[src/rtl/f_div.sv]
// Iterative IEEE-754 single-precision divider: restoring division, one quotient bit
// per cycle, round-to-nearest-even, flush-to-zero, constant latency for all operands.
module f_div #(
  parameter int DATA_W  = 32,
  parameter int EXP_W   = 8,
  parameter int LATENCY = 29
) (
  input  logic              clk,
  input  logic              rst,
  input  logic              running,
  input  logic              run,
  input  logic [DATA_W-1:0] in0,
  input  logic [DATA_W-1:0] in1,
  output logic [DATA_W-1:0] out0,
  output logic              done
);

  localparam int MAN_W = DATA_W - EXP_W - 1;
  localparam int Q_W   = MAN_W + 3;
  // One UNPACK and one ROUND cycle bracket the DIV state; DIV spends one cycle past
  // the last iteration latching the sticky bit.
  localparam logic [4:0] DIV_LAST = 5'(LATENCY - 3);
  localparam logic [EXP_W-1:0] EXP_MAX = '1;
  localparam logic [DATA_W-1:0] QNAN = {1'b0, EXP_MAX, 1'b1, {(MAN_W-1){1'b0}}};

  typedef enum logic [1:0] {IDLE, UNPACK, DIV, ROUND} state_t;

  state_t              state_q;
  logic [4:0]          cnt_q;
  logic [DATA_W-1:0]   a_q, b_q;
  logic                sign_q;
  logic signed [9:0]   ediff_q;
  logic [MAN_W:0]      mb_q;
  logic [Q_W-1:0]      rem_q, quo_q;
  logic                sticky_q;
  logic                spec_q;
  logic [DATA_W-1:0]   spec_val_q;
  logic [DATA_W-1:0]   out0_q;
  logic                done_q;

  assign out0 = out0_q;
  assign done = done_q;

  // Operand unpacking and special-case classification
  logic [EXP_W-1:0] ea, eb;
  logic [MAN_W-1:0] fa, fb;
  logic             za, zb, ia, ib, na, nb, sign_d;
  logic             spec_d;
  logic [DATA_W-1:0] spec_val_d;

  always_comb begin
    ea     = a_q[DATA_W-2 -: EXP_W];
    eb     = b_q[DATA_W-2 -: EXP_W];
    fa     = a_q[MAN_W-1:0];
    fb     = b_q[MAN_W-1:0];
    sign_d = a_q[DATA_W-1] ^ b_q[DATA_W-1];
    za     = (ea == '0);
    zb     = (eb == '0);
    ia     = (ea == EXP_MAX) && (fa == '0);
    ib     = (eb == EXP_MAX) && (fb == '0);
    na     = (ea == EXP_MAX) && (fa != '0);
    nb     = (eb == EXP_MAX) && (fb != '0);
    // NOTE: every always_comb output gets a default first so no path can infer a latch.
    spec_d     = 1'b1;
    spec_val_d = '0;
    if (na || nb || (za && zb) || (ia && ib))
      spec_val_d = QNAN;
    else if (ia || zb)
      spec_val_d = {sign_d, EXP_MAX, {MAN_W{1'b0}}};
    else if (za || ib)
      spec_val_d = {sign_d, {(DATA_W-1){1'b0}}};
    else
      spec_d = 1'b0;
  end

  // One restoring-division step
  logic           q_bit;
  logic [Q_W-1:0] rem_d, quo_d;

  always_comb begin
    q_bit = (rem_q >= Q_W'(mb_q));
    rem_d = Q_W'((q_bit ? rem_q - Q_W'(mb_q) : rem_q) << 1);
    quo_d = {quo_q[Q_W-2:0], q_bit};
  end

  // Normalise, round to nearest even, range check
  logic [MAN_W-1:0]  mant;
  logic [MAN_W:0]    mant_r;
  logic              guard, sticky, round_up;
  logic signed [9:0] exp_n, exp_r;
  logic [DATA_W-1:0] res_d;

  always_comb begin
    if (quo_q[Q_W-1]) begin
      mant   = quo_q[Q_W-2:2];
      guard  = quo_q[1];
      sticky = sticky_q | quo_q[0];
      exp_n  = ediff_q + 10'sd127;
    end else begin
      mant   = quo_q[Q_W-3:1];
      guard  = quo_q[0];
      sticky = sticky_q;
      exp_n  = ediff_q + 10'sd126;
    end
    round_up = guard & (sticky | mant[0]);
    mant_r   = {1'b0, mant} + (MAN_W+1)'(round_up);
    exp_r    = exp_n + $signed({9'd0, mant_r[MAN_W]});
    if (spec_q)
      res_d = spec_val_q;
    else if (exp_r >= 10'sd255)
      res_d = {sign_q, EXP_MAX, {MAN_W{1'b0}}};
    else if (exp_r <= 10'sd0)
      res_d = {sign_q, {(DATA_W-1){1'b0}}};
    else
      res_d = {sign_q, exp_r[EXP_W-1:0], mant_r[MAN_W-1:0]};
  end

  // NOTE: state uses non-blocking assignments so every register samples pre-edge values.
  always_ff @(posedge clk) begin
    if (rst) begin
      // NOTE: datapath registers are not reset; each is reloaded before it is read.
      state_q <= IDLE;
      cnt_q   <= '0;
      out0_q  <= '0;
      done_q  <= 1'b0;
    end else if (running) begin
      done_q <= 1'b0;
      case (state_q)
        IDLE: begin
          if (run) begin
            a_q     <= in0;
            b_q     <= in1;
            state_q <= UNPACK;
          end
        end
        UNPACK: begin
          sign_q     <= sign_d;
          ediff_q    <= $signed({2'b00, ea}) - $signed({2'b00, eb});
          mb_q       <= {~zb, fb};
          rem_q      <= Q_W'({~za, fa});
          quo_q      <= '0;
          cnt_q      <= '0;
          spec_q     <= spec_d;
          spec_val_q <= spec_val_d;
          state_q    <= DIV;
        end
        DIV: begin
          if (cnt_q == DIV_LAST) begin
            sticky_q <= (rem_q != '0);
            state_q  <= ROUND;
          end else begin
            rem_q <= rem_d;
            quo_q <= quo_d;
            cnt_q <= cnt_q + 5'd1;
          end
        end
        ROUND: begin
          out0_q <= res_d;
          done_q <= 1'b1;
          cnt_q  <= '0;
          if (run) begin
            a_q     <= in0;
            b_q     <= in1;
            state_q <= UNPACK;
          end else begin
            state_q <= IDLE;
          end
        end
        default: state_q <= IDLE;
      endcase
    end
  end

endmodule

[config.mk]
export PLATFORM = sky130hd
export DESIGN_NAME = f_div
export DESIGN_NICKNAME = d
export VERILOG_FILES = /design/src/rtl/f_div.sv
export SDC_FILE = /design/constraint.sdc
export NUM_CORES = 1
export LEC_CHECK = 0
export ABC_CLOCK_PERIOD_IN_PS = 12200
export CORE_UTILIZATION = 50
export DETAILED_ROUTE_END_ITERATION = 8
export PLACE_DENSITY_LB_ADDON = 0.15
export SLEW_MARGIN = 20
export SYNTH_ARGS = -nofsm -noshare
export SYNTH_HDL_FRONTEND = slang
export SYNTH_SLANG_ARGS = --single-unit
[constraint.sdc]
create_clock -name clk -period 12.2 [get_ports clk]
set_input_delay 1.83 -clock clk [delete_from_list [all_inputs] [get_ports clk]]
set_output_delay 1.83 -clock clk [all_outputs]
set_load 0.03 [all_outputs]
==> results.cfg <==
[setup_path]
cp_max_fo = 60
required_ns = 12.47
cp_num_buf_inv = 1
crit_family = compound AO/OA/AOI/OAI gates
reg2reg_slack_ns = 7.50
arrival_ns = 4.98
slowest_stage = buf_4
r2r_start = quo_q[25]$_SDFFCE_PN0P_
cp-start-kind = register
worstSetupStartpoint = quo_q[25]$_SDFFCE_PN0P_
r2r_cells = 15
cp_cell_sequence = buf_4, nand2_1, a2111oi_2, and4_1, and2_1, nand4b_1, nor2b_1, ha_1, ha_1, o2111ai_1, mux2i_1, xnor2_1, o31ai_2, a221oi_2, a211oi_1
worstReg2RegEnd = out0[23]$_SDFFE_PP0P_
crit_path_end = out0[23]$_SDFFE_PP0P_
worst-path-stages = 15
slowest_delay_ns = 0.52
worstSetupEndpointType = register
path_class = register to register
timing.critical_path.mode_cell = ha_1

[global_route]
grt_usage_pct = 20.5
grt_max_degree = 88
grt_pass1_vias = 7048
antenna_found_initial = 0
overflow = 0
grt_pass1_wl_mm = 34.9

[hold_path]
min_path_type = register to register

[synthesis]
yosys.area_share.adder_pct = 5.77
synth_top_area_cell = edfxtp_1
synthMuxAreaShare_pct = 4.13
synth_seq_cells = 195
post_synth_main_area_contributors = edfxtp_1, dfxtp_1, ha_1
ys_seq_area_share_pct = 52.2
synth-edff-count = 155
synthSimpleGateAreaFrac_pct = 15.4
synth_xor_area_share_pct = 5.53
synth-main-ff-cell = edfxtp_1
syn_inst = 942
synth_compound_area_share_pct = 13.3
synth_top_family_by_area = simple AND/OR/NAND/NOR gates
syn-num-nets = 1057
synth_area_sq_mm = 0.0104
syn_area_per_cell_sq_um = 11.1
netlist-cell-type-count = 79
ys.warnings.count = 0
async_flop_share_pct = 0
synth_top_area_share_pct = 44.6

[layout]
fin_nets = 1149
layout_common_cells = edfxtp_1, clkdlybuf4s50_1, nor2_1
layout.cells.most_common = edfxtp_1
final_core_util_pct = 60.2
antennaDiodeCount = 0
final_cells = 1317
drive_above_1_share_pct = 5.92
seqCellArea_sq_mm = 0.00546
fin_area_sq_mm = 0.0123
filler_cell_count = 1742
syn2layout_area_growth_pct = 17.4
multi_input_area_sq_mm = 0.00464

[clock_network]
clk_latency_ns = 0.43
postCtsSetupBuffers = 0
cts.repair.resized = 0
cts_made_buffers = 17
cts_tree = yes
cts_max_level = 4
hold_buffers = 0
cts-root-buf = clkbuf_16
clockBufferDepth = 2
cts.sinks = 195
clk_pin_slew_ns = 0.07

[power]
p_int_w = 0.00109
pwr-share-clk_pct = 37.6
switching_power_w = 0.000348
power_density_mw_per_mm2 = 117
p_comb_share_pct = 9.8
peakVddDrop_uv = 85.8
switching_share_pct = 24.2
p_seq_share_pct = 52.6
p_leak_nw = 4.50

[routing]
drc = 0
vias = 7247
vias_per_cell = 5.50
avgRoutedWirePerCell_um = 15.9
drt_first_pass_iters = 7
wirelength_mm = 21.0
drt_iter0_drc = 476
ant_nets = 0

[floorplanning]
die_width_um = 147
rows = 52
die-area_sq_mm = 0.0215
die_y_um = 147
pin_count = 101
core_region_area_sq_mm = 0.0204
start_util_pct = 51.3

[placed_design]
placed_cells = 1285
hpwl_mm = 15.3
gp_congestion = 0.839
placed_cell_area_sq_mm = 0.0117
portBuffers = 100

[timing]
setup-violations-final = 0
finalSetupTns_ns = 0
relSlewSlack_pct = 35.3
skew_ns = 0.0136
fmax_mhz = 213
tightest_slew_ns = 0.958
rsz0062_at_grt = no
period_share_pct = 38.6
hold_slack_ns = 0.452
finalCriticalPeriod_ns = 4.70
hold_viol_final = 0
slew_violations = 0

[status]
status = finished, final reports clean

[job]
max_cap_viol_count = 0
==> cells in the mapped netlist, drive strengths merged (3+ instances only) <==
| cell type | n |
|---|---|
| o21ai | 29 |
| inv | 60 |
| a21o | 7 |
| o21a | 5 |
| nand4 | 18 |
| dfxtp | 40 |
| clkbuf | 22 |
| nor4 | 24 |
| and4 | 3 |
| or4 | 4 |
| nand2b | 13 |
| ha | 45 |
| mux2i | 36 |
| and3 | 12 |
| a22o | 22 |
| o31ai | 4 |
| a2111oi | 3 |
| mux2 | 6 |
| a211oi | 12 |
| nand4b | 3 |
| buf | 12 |
| nor3 | 10 |
| o211ai | 7 |
| or2 | 3 |
| o31a | 3 |
| xnor2 | 34 |
| nor2 | 65 |
| xor2 | 32 |
| nand2 | 55 |
| nand3b | 4 |
| edfxtp | 155 |
| o2bb2ai | 3 |
| nand3 | 23 |
| nor2b | 17 |
| and2 | 34 |
| a21oi | 58 |
| a221oi | 5 |
| a21boi | 3 |
| o22ai | 3 |
| o221ai | 6 |
==> how the worst min path moves through the flow <==
stage	from	endpoint	slack, ns	depth (start not counted)
after floorplan	b_q[10]$_DFFE_PP_	mb_q[10]$_DFFE_PP_	0.43	0
after global placement	b_q[15]$_DFFE_PP_	mb_q[15]$_DFFE_PP_	0.44	0
after detailed placement	b_q[19]$_DFFE_PP_	mb_q[19]$_DFFE_PP_	0.44	0
after CTS	b_q[19]$_DFFE_PP_	mb_q[19]$_DFFE_PP_	0.46	0
after global routing	b_q[19]$_DFFE_PP_	mb_q[19]$_DFFE_PP_	0.46	0
final	b_q[19]$_DFFE_PP_	mb_q[19]$_DFFE_PP_	0.45	0
==> sequential cells by signal, summed over array words and instances (netlist names), 5 cells and up <==
name     cells
mb_q        24
out0        32
b_q         32
cnt_q        5
rem_q       26
a_q         32
ediff_q      9
quo_q       26
==> power groups by stage <==
stage                      logic, W  clock network [W]  registers, W
final                      0.000141           0.000541      0.000756
after global routing       0.000158           0.000575      0.000759
after CTS                  0.000142           0.000551      0.000756
after detailed placement   0.000141                  0      0.000771
after global placement     0.000139                  0      0.000771
after floorplan           0.0000942                  0      0.000768
==> through the flow <==
stage	power, W	setup WS, ns
final	0.00144	7.50
after detailed placement	0.000912	7.48
after floorplan	0.000863	3.37
after global placement	0.000910	7.68
after CTS	0.00145	7.46
after global routing	0.00149	7.06
==> cells by family after synthesis <==
logic type / after synthesis
AND/OR/NAND/NOR: 300
AO/OA/AOI/OAI: 198
flip-flops: 195
buffers and inverters: 94
XOR/XNOR: 66
adder cells (fa/ha/maj): 47
multiplexers: 42
==> per-layer routing <==
metal	GRT usage (%)	up-vias	part of all wire [%]
met5	0	-	0
met4	6.93	0	1.8
met3	3.31	24	3.0
met2	33.5	141	47
met1	27.7	3387	48
li1	-	3695	-
==> final cells by class <==
cell class / instances / share of cell area, %
sequential: 195 / 44.5
multi-input combinational: 653 / 37.8
timing repair buffer: 107 / 8.59
inverter: 60 / 1.84
clock buffer: 18 / 3.50
tap: 270 / 2.75
clock inverter: 14 / 1.03
No activity file was read; power rests on OpenSTA's default activity.
